<file path="config.mk">
export PLATFORM = sky130hd
export DESIGN_NAME = mii_rx_frame_ctrl
export DESIGN_NICKNAME = d
export VERILOG_FILES = /design/src/rtl/mii_net_pkg.sv /design/src/rtl/mii_rx_desc_fifo.sv /design/src/rtl/mii_rx_frame_ctrl.sv
export SDC_FILE = /design/constraint.sdc
export NUM_CORES = 1
export LEC_CHECK = 0
export CORE_MARGIN = 3
export CORE_UTILIZATION = 45
export CTS_BUF_LIST = sky130_fd_sc_hd__clkbuf_8
export DETAILED_ROUTE_END_ITERATION = 6
export PLACE_DENSITY = 0.69
export RECOVER_POWER = 50
export SYNTH_ARGS = -nofsm -noshare
export SYNTH_HDL_FRONTEND = slang
export SYNTH_HIERARCHICAL = 1
export SYNTH_SLANG_ARGS = --single-unit
</file>
<file path="constraint.sdc">
create_clock -name enet_rx_clk -period 7.6 [get_ports enet_rx_clk]
set_input_delay 1.14 -clock enet_rx_clk [delete_from_list [all_inputs] [get_ports enet_rx_clk]]
set_output_delay 1.14 -clock enet_rx_clk [all_outputs]
set_load 0.01 [all_outputs]
</file>
<file path="src/rtl/mii_net_pkg.sv">
// Shared types and constants for the MII receive frame path.
package mii_net_pkg;

  typedef enum logic [2:0] {
    ST_IDLE,
    ST_PREAMBLE,
    ST_DATA,
    ST_DROP,
    ST_COMMIT
  } rx_state_t;

  localparam int MIN_BYTES_DEF = 64;
  localparam int MAX_BYTES_DEF = 1518;
  localparam int NUM_SLOTS     = 2;
  localparam int LEN_W         = 11;

  typedef struct packed {
    logic             slot;
    logic [LEN_W-1:0] len;
  } rx_desc_t;

endpackage

</file>
<file path="src/rtl/mii_rx_desc_fifo.sv">
// Two-entry descriptor queue; head entry is presented with valid/ready.
module mii_rx_desc_fifo
  import mii_net_pkg::*;
(
  input  logic     enet_rx_clk,
  input  logic     i_reset,
  input  logic     push,
  input  rx_desc_t push_desc,
  input  logic     i_ready,
  output logic     o_valid,
  output rx_desc_t o_desc
);

  logic [1:0] count;
  rx_desc_t   head;
  rx_desc_t   tail;
  logic       pop;
  logic       push_ok;

  assign o_valid = (count != 2'd0);
  assign o_desc  = head;
  assign pop     = o_valid & i_ready;
  // A full queue only accepts a push when the head leaves in the same cycle.
  assign push_ok = push & ((count != 2'd2) | pop);

  always_ff @(posedge enet_rx_clk) begin
    if (i_reset) begin
      count <= 2'd0;
      head  <= '0;
      tail  <= '0;
    end else begin
      case ({push_ok, pop})
        2'b11: begin
          if (count == 2'd1) begin
            head <= push_desc;
          end else begin
            head <= tail;
            tail <= push_desc;
          end
        end
        2'b01: begin
          head  <= tail;
          count <= count - 2'd1;
        end
        2'b10: begin
          if (count == 2'd0) head <= push_desc;
          else               tail <= push_desc;
          count <= count + 2'd1;
        end
        default: ;
      endcase
    end
  end

endmodule

</file>
<file path="src/rtl/mii_rx_frame_ctrl.sv">
// MII nibble receiver: strips preamble, writes frame bytes into a two-slot
// frame RAM and hands completed good frames to the consumer as descriptors.
module mii_rx_frame_ctrl
  import mii_net_pkg::*;
#(
  parameter int MIN_BYTES = MIN_BYTES_DEF,
  parameter int MAX_BYTES = MAX_BYTES_DEF
) (
  input  logic        enet_rx_clk,
  input  logic        i_reset,
  input  logic        i_enable,
  input  logic        enet_rx_dv,
  input  logic        enet_rx_er,
  input  logic [3:0]  enet_rx_data,
  output logic        o_wr_en,
  output logic [11:0] o_wr_addr,
  output logic [7:0]  o_wr_data,
  output logic        o_desc_valid,
  input  logic        i_desc_ready,
  output logic        o_desc_slot,
  output logic [10:0] o_desc_len,
  input  logic        i_release,
  input  logic        i_release_slot,
  output logic [15:0] o_frame_count,
  output logic [15:0] o_drop_count
);

  localparam logic [LEN_W-1:0] MIN_LEN = LEN_W'(MIN_BYTES);
  localparam logic [LEN_W-1:0] MAX_LEN = LEN_W'(MAX_BYTES);

  function automatic logic [15:0] sat_inc16(input logic [15:0] v);
    return (v == 16'hFFFF) ? v : v + 16'd1;
  endfunction

  rx_state_t            state;
  logic [NUM_SLOTS-1:0] busy;
  logic [NUM_SLOTS-1:0] busy_nxt;
  logic                 cur_slot;
  logic [LEN_W-1:0]     byte_idx;
  logic                 nib_odd;
  logic                 bad;
  logic [3:0]           nib_lo_p0;

  logic                 sfd_hit;
  logic                 alloc_go;
  logic                 alloc_slot;
  logic                 over_len;
  logic                 frame_ok;
  logic                 commit_push;
  logic                 free_go;
  rx_desc_t             push_desc;
  rx_desc_t             desc_head;

  always_comb begin
    sfd_hit     = (state == ST_PREAMBLE) && enet_rx_dv && (enet_rx_data == 4'hD);
    alloc_slot  = busy[0];
    alloc_go    = sfd_hit && i_enable && !(&busy);
    over_len    = (state == ST_DATA) && enet_rx_dv && (byte_idx == MAX_LEN);
    frame_ok    = (byte_idx >= MIN_LEN) && (byte_idx <= MAX_LEN) && !nib_odd && !bad;
    commit_push = (state == ST_COMMIT) && frame_ok;
    free_go     = ((state == ST_COMMIT) && !frame_ok) || over_len;
    push_desc   = '{slot: cur_slot, len: byte_idx};
    // Allocation looks at the current flags, so a same-cycle release is not visible to it.
    busy_nxt = busy;
    if (i_release) busy_nxt[i_release_slot] = 1'b0;
    if (alloc_go)  busy_nxt[alloc_slot]     = 1'b1;
    if (free_go)   busy_nxt[cur_slot]       = 1'b0;
  end

  // Stage p0: low nibble of the byte under assembly
  always_ff @(posedge enet_rx_clk) begin
    if ((state == ST_DATA) && enet_rx_dv && !nib_odd) nib_lo_p0 <= enet_rx_data;
  end

  always_ff @(posedge enet_rx_clk) begin
    if (i_reset) begin
      state         <= ST_IDLE;
      busy          <= '0;
      cur_slot      <= 1'b0;
      byte_idx      <= '0;
      nib_odd       <= 1'b0;
      bad           <= 1'b0;
      o_wr_en       <= 1'b0;
      o_wr_addr     <= '0;
      o_wr_data     <= '0;
      o_frame_count <= '0;
      o_drop_count  <= '0;
    end else begin
      busy    <= busy_nxt;
      o_wr_en <= 1'b0;
      case (state)
        ST_IDLE: begin
          if (enet_rx_dv) state <= ST_PREAMBLE;
        end
        ST_PREAMBLE: begin
          if (!enet_rx_dv) begin
            state <= ST_IDLE;
          end else begin
            case (enet_rx_data)
              4'h5: state <= ST_PREAMBLE;
              4'hD: begin
                if (alloc_go) begin
                  cur_slot <= alloc_slot;
                  byte_idx <= '0;
                  nib_odd  <= 1'b0;
                  bad      <= 1'b0;
                  state    <= ST_DATA;
                end else begin
                  state        <= ST_DROP;
                  o_drop_count <= sat_inc16(o_drop_count);
                end
              end
              default: state <= ST_DROP;
            endcase
          end
        end
        ST_DATA: begin
          if (enet_rx_er) bad <= 1'b1;
          if (!enet_rx_dv) begin
            state <= ST_COMMIT;
          end else if (over_len) begin
            state        <= ST_DROP;
            o_drop_count <= sat_inc16(o_drop_count);
          end else if (!nib_odd) begin
            nib_odd <= 1'b1;
          end else begin
            // Stage p1: completed byte goes to the frame RAM
            nib_odd   <= 1'b0;
            o_wr_en   <= 1'b1;
            o_wr_addr <= {cur_slot, byte_idx};
            o_wr_data <= {enet_rx_data, nib_lo_p0};
            byte_idx  <= byte_idx + 1'b1;
          end
        end
        ST_COMMIT: begin
          state <= ST_IDLE;
          if (frame_ok) o_frame_count <= o_frame_count + 16'd1;
          else          o_drop_count  <= sat_inc16(o_drop_count);
        end
        ST_DROP: begin
          if (!enet_rx_dv) state <= ST_IDLE;
        end
        default: state <= ST_IDLE;
      endcase
    end
  end

  mii_rx_desc_fifo u_desc_fifo (
    .enet_rx_clk (enet_rx_clk),
    .i_reset     (i_reset),
    .push        (commit_push),
    .push_desc   (push_desc),
    .i_ready     (i_desc_ready),
    .o_valid     (o_desc_valid),
    .o_desc      (desc_head)
  );

  assign o_desc_slot = desc_head.slot;
  assign o_desc_len  = desc_head.len;

endmodule

</file>
# Yosys cells after proc, flatten, opt, wreduce, memory -nomap -nowiden
# Index checks and enable logic that the tools add are counted.
[word_totals]
latchBits = 0
in_bits = 12
reg_bits = 102
mem_bits_ro = 0
ram_bits = 0
elab_cells = 159
memories = 0
output_inout_bits = 66
[op_classes]
shifts = 0
order_cmp = 8
n_bitwise = 11
n_reduce_logical = 40
n_eq_ne = 29
add_sub_neg = 5
n_mul = 0
mux = 49
n_div = 0
[op_table]
columns = ["op", "count"]
rows = [
  ["16-bit 2-to-1 mux", 7],
  ["11-bit 2-to-1 mux", 6],
  ["12-bit 2-to-1 mux", 4],
  ["16-bit case mux with 3 select lines", 1],
  ["12-bit case mux with 3 select lines", 1],
  ["16-bit by 1-bit adder with 16-bit output (second input constant)", 2],
  ["2-bit != test (second input constant)", 14],
  ["12-bit case mux with 2 select lines", 1],
  ["11-bit case mux with 2 select lines", 1],
  ["16-bit == test (second input constant)", 1],
  ["1-bit logical AND", 15],
  ["7-bit AND reduction", 2],
  ["1-bit 2-to-1 mux", 12],
  ["3-bit 2-to-1 mux", 4],
  ["3-bit case mux with 4 select lines", 1],
  ["11-bit by 1-bit adder with 11-bit output (second input constant)", 1],
  ["11-bit == test (second input constant)", 1],
  ["11-bit by 7-bit greater-or-equal comparator with 1-bit output (second input constant)", 1],
  ["11-bit less-or-equal comparator (second input constant)", 1],
  ["2-bit 2-to-1 mux", 4],
  ["2-bit case mux with 2 select lines", 2],
  ["4-bit AND reduction", 2],
  ["2-bit nonzero test", 4],
  ["3-bit by 2-bit == test with 1-bit output (second input constant)", 2],
  ["30 further kinds", 52],
]

# Longest topological paths before layout
# Gate-level depths: netlist of the first run.
[logic_depth]
depth_word = 11
mapped_depth = 11
depth_no_buf = 8

# Hierarchy
# Netlist of the first run, hierarchy kept.
[by_module_without_submodules]
columns = ["module", "seq_area_each_um2", "cells_per_inst", "instances", "area_per_inst_um2"]
rows = [
  ["mii_rx_frame_ctrl", 1561.5, 395, 1, 3469.6],
  ["mii_rx_desc_fifo", 520.5, 154, 1, 1426.4],
]

# Worst setup path after synthesis of the first run
# OpenSTA, ideal clock, no wires.
[synth_path]
kind = "input to register"
startpoint = "input enet_rx_data[1]"
endpoint = "register o_drop_count[9]"
arrival_time_ns = 2.810
t_required_ns = 7.479
setup_time_ns = 0.121
slack_ns = 4.668
cell_stages = 7
path_buffers = 1
path_cell_list = "nand3b_1 > or4_1 > a32o_1 > nor3_4 > buf_6 > nand3_2 > mux2_4"
[synth_between]
elab_chain_len = 6
elab_cells_between_ends = 7
cone_classes = "3 x eq/ne; 4 x reduce/logical"
[synth_lines]
columns = ["item", "line", "rtl"]
rows = [
  ["start, declared", "mii_rx_frame_ctrl.sv:14", "input logic [3:0] enet_rx_data,"],
  ["4-bit == test *", "mii_rx_frame_ctrl.sv:55, mii_rx_frame_ctrl.sv:99", ""],
  ["1-bit logical AND", "mii_rx_frame_ctrl.sv:55", "sfd_hit = (state == ST_PREAMBLE) && enet_rx_dv && (enet_rx_data == 4'hD);"],
  ["1-bit logical AND (2 in series)", "mii_rx_frame_ctrl.sv:57", "alloc_go = sfd_hit && i_enable && !(&busy);"],
  ["2-bit != test (no line)", "-", ""],
  ["7-bit AND reduction (no line) *", "-", ""],
  ["end signal, assigned", "mii_rx_frame_ctrl.sv:110", "o_drop_count <= sat_inc16(o_drop_count);"],
  ["end signal, assigned", "mii_rx_frame_ctrl.sv:123", "o_drop_count <= sat_inc16(o_drop_count);"],
  ["end signal, assigned", "mii_rx_frame_ctrl.sv:138", "else o_drop_count <= sat_inc16(o_drop_count);"],
  ["end, declared", "mii_rx_frame_ctrl.sv:25", "output logic [15:0] o_drop_count"],
]
# Every way passes the cells marked *; elsewhere a longest branch is shown, timed or not.
# A chain may end at the register's enable or synchronous reset.

==> reports/results.ini, run 1 <==
[drt]
vias = 4051
drtPass1Iterations = 5
first_iter_violations = 161
wl_per_cell_um = 14.68
drt-vias-per-instance = 5.387
drc_errors = 0
drtAntennaViolNets = 0
routed_wl_um = 11040

[floorplanning]
row_count = 37
io_pins = 78
initial_core_util = 0.4680
die_height_um = 110.3
dieArea_mm2 = 0.01217
die_x_um = 110.3
core_area_mm2 = 0.01046

[worst_setup_path]
r2r_end = u_desc_fifo/o_desc[5]$_SDFFE_PP0P_
cp.depth = 4
slowest_delay_ns = 2.93
cp_max_fo = 95
worstPathCellList = buf_2 -> clkbuf_1 -> or2_2 -> nor2_1
cp_slowest_cell = clkbuf_1
cp-start-kind = primary input
cp_num_buf_inv = 2
startpoint = i_reset
cpLargestDelayFamily = buffers and inverters
reg2reg_slack_ns = 4.08
endpoint = byte_idx[0]$_SDFFE_PP0P_
required_ns = 7.85
critPathCaptureType = register
worstSetupPathType = in2reg
rr_startpoint = byte_idx[7]$_SDFFE_PP0P_
reg2regPathDepth = 8
arrival_ns = 4.92

[logic_synthesis]
seq_area_frac_synth = 0.4252
synth_area_leaders = dfxtp_1 40%, nand2_1 5.7%, nor2_1 5.2%
synthCells = 549
ys_ff_latch = 102
syn_area_mm2 = 0.004896
synth_enable_flop_cells = 4
synth_cell_types = 67
synth_nets = 568
async_flop_share = 0
yosys_warnings = 6
postSynthAreaPerCell_um2 = 8.918
synth_ff_type = dfxtp_1
yosys.area.top_type = dfxtp_1
synth_top_area_frac = 0.4007

[cts]
clk_latency_ns = 0.36
hold_buffers = 0
cts_resized = 0
cts_tree = yes
clkSinkCount = 102
htreeDepth = 3
clkSlewWorstSetupHoldPaths_ns = 0.10
cts_buffers = 9
cts_root_buf = clkbuf_8
post_cts_buffers = 0
cts_buffer_depth = 2

[grt]
antenna_found_initial = 0
overflow = 0
grt_max_degree = 96
grt_pass1_vias = 3905
grt_pass1_wl_um = 18590
track_usage = 0.1902

[placed_design]
placed_area_mm2 = 0.005698
dpl.hpwl_um = 7522
numPortBuffers = 77
dp_cells = 736
place_congestion = 0.7894
preCtsSetupSlack_ns = 3.610

[timing]
tightest_slew_ns = 4.225
hold_viol_final = 0
period_needed_ns = 4.674
whs_ns = 0.4603
slew_viol_final = 96
slew_headroom = -1.817
fin_tns_setup_ns = 0
post-route-period-util = 0.6151
clock_skew_ns = 0.01175
fmax_mhz = 213.9
setup_viol = 0
rsz0062_at_grt = no
finalWorstSetupSlack_ns = 2.926

[final_layout]
final_common_cell = dfxtp_1
seq_area_mm2 = 0.002082
diodes = 0
syn_to_final_growth_pct = 20.01
most-common-layout-cells = 98 x dfxtp_1, 74 x nand2_1, 70 x dlygate4sd3_1
num-nets-final = 630
drive_gt1_frac = 0.09740
final_area_mm2 = 0.005876
post-route-util = 0.5616
multiInputGateArea_mm2 = 0.002603
stdcell_count = 752
final.fill_count = 973

[power_and_ir_drop]
p_int_mw = 0.7092
p_sw_mw = 0.2546
p_per_area_mw_per_mm2 = 164.0
comb_power_share = 0.090
seqPwrFrac = 0.574
peakVddDrop_uv = 127.3
swShare = 0.2641
finalPower_mw = 0.9638
p_leak_nw = 2.334
clkPwrFrac = 0.336

[hold_path]
hp-class = reg2reg

[status]
violations = max-capacitance violations, max-slew violations
outcome = complete, but fails checks

[run]
cap_violations = 1

==> power groups by stage <==
stage | Clock (mW) | Sequential (mW) | Combinational [mW]
detailed placement | 0 | 0.566 | 0.0899
global placement | 0 | 0.566 | 0.0883
global route | 0.355 | 0.554 | 0.0967
finish | 0.324 | 0.553 | 0.0868
CTS | 0.333 | 0.553 | 0.0903
floorplan | 0 | 0.568 | 0.0571
==> sequential cells by signal, summed over array words and instances, names as in the netlist, 3 cells and up <==
register and count:
u_desc_fifo/o_desc 12, o_drop_count 16, byte_idx 11, o_frame_count 16
nib_lo_p0 4, o_wr_addr 12, o_wr_data 8, u_desc_fifo/tail 12
state 3
==> per-layer routing <==
layer / up-vias / track usage / routed length, um
met1: 1904 / 0.2661 / 5317
met4: 0 / 0.04661 / 102
met2: 96 / 0.3050 / 5088
li1: 2045 / - / -
met5: - / 0 / 0
met3: 6 / 0.03436 / 531
==> synthesized netlist by cell type, types with 3 or more instances <==
cell type  instances
a211oi_2          10
xnor2_1           16
buf_2              3
o22ai_1           12
nor3b_1            3
and3_1            12
mux2_4             3
xor2_1             8
nand2b_1           4
nor4_1             3
edfxtp_1           4
inv_1             15
nor3_1             5
nand4_1           10
a21o_1             3
dfxtp_1           98
or3_1              5
clkbuf_1          18
nor2_1            68
and3b_1            3
o21ai_0            7
buf_6              5
ha_1               7
nand3_1           12
nor2b_1           21
a21oi_1           35
mux2i_1           15
a211oi_1           6
mux2_2            12
mux2_1             5
and4_1             3
nand2_1           74
nand3b_1           3
==> cells by family after synthesis <==
family / count (synthesis) / share of synthesized area
buffers and inverters: 44 / 0.04421
DFF: 102 / 0.4252
adders and majority gates: 7 / 0.01789
xor gates and xnor gates: 25 / 0.04626
AOI/OAI and AO/OA: 93 / 0.1362
muxes: 35 / 0.07897
and+or+nand+nor: 243 / 0.2512
==> cell type report <==
cell class	instances	share of cell area
clock buffer	9	0.02108
timing repair buffer	79	0.1322
inverter	16	0.01065
sequential	102	0.3543
multi-input combinational	403	0.4429
clock inverter	7	0.009796
tap	136	0.02896
==> how the worst min path moves through the flow <==
| stage | startpoint | end | slack (ns) | cells past startpoint |
|---|---|---|---|---|
| after floorplan | bad$_SDFFE_PP0P_ | bad$_SDFFE_PP0P_ | 0.44 | 2 |
| after global placement | o_wr_data[6]$_SDFFE_PP0P_ | o_wr_data[6]$_SDFFE_PP0P_ | 0.44 | 2 |
| after detailed placement | o_wr_data[6]$_SDFFE_PP0P_ | o_wr_data[6]$_SDFFE_PP0P_ | 0.45 | 2 |
| after CTS | o_wr_addr[0]$_SDFFE_PP0P_ | o_wr_addr[0]$_SDFFE_PP0P_ | 0.47 | 2 |
| after global routing | o_wr_data[0]$_SDFFE_PP0P_ | o_wr_data[0]$_SDFFE_PP0P_ | 0.48 | 2 |
| final | o_wr_addr[0]$_SDFFE_PP0P_ | o_wr_addr[0]$_SDFFE_PP0P_ | 0.46 | 2 |
==> worst reg2reg max path, stage by stage (launching register included) <==
cell      delay (ns)
dfxtp_1         0.55
nand4_2         0.19
or4_1           0.68
a21o_4          0.30
inv_4           0.26
nand3b_1        0.51
nand2_1         0.55
nor2_1          0.09
a211oi_1        0.23
Power figures use the tool's default switching activity.
==> run 2: changes to the inputs <==
Clock period 7.6 ns to 4.5 ns, I/O delays scaled along.
==> run 2 against run 1 <==
- the flow still finishes with violations (max-capacitance violations, max-slew violations)
- final cell count is 0.13% higher
- register-to-register slack worse by 3.1 ns
- critical path depth is 4 higher
- setup slack worse by 1.9 ns
- first-iteration DRC count is 2.5% lower
- sequential share of layout area is 0.31 points lower
- clock-buffer cell count stayed put
- clock power is 97% higher
- combinational power is 68% higher
==> reports/results.ini, run 2 (synthesized netlist as in run 1, its figures left out) <==
[status]
outcome = complete, but fails checks
violations = max-capacitance violations, max-slew violations

[drt]
drtPass1Iterations = 4
drc_errors = 0
vias = 4095
drtAntennaViolNets = 0
drt-vias-per-instance = 5.438
routed_wl_um = 11070
wl_per_cell_um = 14.70
first_iter_violations = 157

[placed_design]
preCtsSetupSlack_ns = 0.9975
dpl.hpwl_um = 7597
numPortBuffers = 77
place_congestion = 0.8370

[floorplanning]
io_pins = 78
dieArea_mm2 = 0.01217
die_x_um = 110.3
initial_core_util = 0.4680
row_count = 37
die_height_um = 110.3
core_area_mm2 = 0.01046

[final_layout]
top_regs = o_drop_count: 16 flops, o_frame_count: 16 flops
num-nets-final = 631
final.fill_count = 990
diodes = 0
final_common_cell = dfxtp_1
syn_to_final_growth_pct = 21.06
drive_gt1_frac = 0.09724
post-route-util = 0.5665
most-common-layout-cells = 98 x dfxtp_1, 74 x nand2_1, 70 x dlygate4sd3_1

[cts]
cts_buffers = 9
clkSinkCount = 102
post_cts_buffers = 0
cts_root_buf = clkbuf_8
htreeDepth = 3
clkSlewWorstSetupHoldPaths_ns = 0.09
cts_tree = yes
cts_resized = 0
clk_latency_ns = 0.37
hold_buffers = 0
cts_buffer_depth = 2

[worst_setup_path]
worstPathCellList = nand4_2 -> or4_1 -> a21o_4 -> inv_4 -> nand3b_1 -> nand2_1 -> nor2_1 -> a211oi_1
cp_num_buf_inv = 1
cp_max_fo = 29
arrival_ns = 3.75
cp_slowest_cell = or4_1
slowest_delay_ns = 0.68
cpLargestDelayFamily = simple AND/OR/NAND/NOR gates
required_ns = 4.77
cp-start-kind = register
critPathCaptureType = register
worstSetupPathType = reg2reg

[timing]
hold_viol_final = 0
rsz0062_at_grt = no
post-route-period-util = 0.7731
finalWorstSetupSlack_ns = 1.021
period_needed_ns = 3.479
fmax_mhz = 287.5
tightest_slew_ns = 2.544
clock_skew_ns = 0.01841
slew_viol_final = 62
setup_viol = 0
slew_headroom = -0.6962
fin_tns_setup_ns = 0

[grt]
grt_pass1_wl_um = 18460
track_usage = 0.1893
overflow = 0
grt_max_degree = 62
antenna_found_initial = 0
grt_pass1_vias = 3841

[power_and_ir_drop]
finalPower_mw = 1.718
p_per_area_mw_per_mm2 = 289.8
p_leak_nw = 2.367
peakVddDrop_uv = 183.1

[run]
cap_violations = 1

[hold_path]
hp-class = reg2reg

==> run 2: cell types whose count changed in the layout (fill, tap and decap cells not counted), sizes merged <==
cell,change
bufinv,+2
buf,+1
clkinvlp,-1
inv,-1
==> run 2: routing by layer <==
| layer | GRT usage | part of all wire |
|---|---|---|
| met1 | 0.2647 | 0.48 |
| met2 | 0.2938 | 0.46 |
| met3 | 0.02970 | 0.041 |
| met4 | 0.07300 | 0.013 |
| met5 | 0 | 0 |
==> run 2: per-stage QoR <==
step           instances  cell area, um2  hold WS, ns
2_1_floorplan        549            4896       0.4367
3_3_place_gp         737            5705       0.4432
3_5_place_dp         737            5705       0.4480
4_1_cts              753            5928       0.4608
5_1_grt              753            5927       0.4751
6_report             753            5927       0.4557
==> run 2: report_power, final <==
group	switching, mW	leakage (nW)	internal, mW	total (mW)
Combinational	0.0832	1.43	0.0633	0.146
Sequential	0.0100	0.826	0.924	0.934
Clock	0.321	0.115	0.316	0.637
==> run 2: path summary, 6_finish.rpt <==
path                        startpoint                                 end  slack [ns]  cells after the start
min          o_wr_addr[0]$_SDFFE_PP0P_           o_wr_addr[0]$_SDFFE_PP0P_        0.46                      2
max reg2reg   byte_idx[7]$_SDFFE_PP0P_  u_desc_fifo/o_desc[6]$_SDFFE_PP0P_        1.02                      8
min reg2reg  o_wr_addr[0]$_SDFFE_PP0P_           o_wr_addr[0]$_SDFFE_PP0P_        0.46                      2
max           byte_idx[7]$_SDFFE_PP0P_  u_desc_fifo/o_desc[6]$_SDFFE_PP0P_        1.02                      8
==> run 2: cell type report <==
class | count | area [um2] | share of cell area
clock buffers | 9 | 123.9 | 0.02090
clock inverters | 7 | 98.84 | 0.01668
inverters | 16 | 62.56 | 0.01056
multi-input cells | 403 | 2603 | 0.4391
flip-flops and latches | 102 | 2082 | 0.3513
well taps | 136 | 170.2 | 0.02871
repair buffers | 80 | 787.0 | 0.1328
==> run 2: worst min-delay path, stage by stage, from the launching register on <==
cell	delay, ns
dfxtp_1	0.31
nand2_1	0.05
a21oi_1	0.05
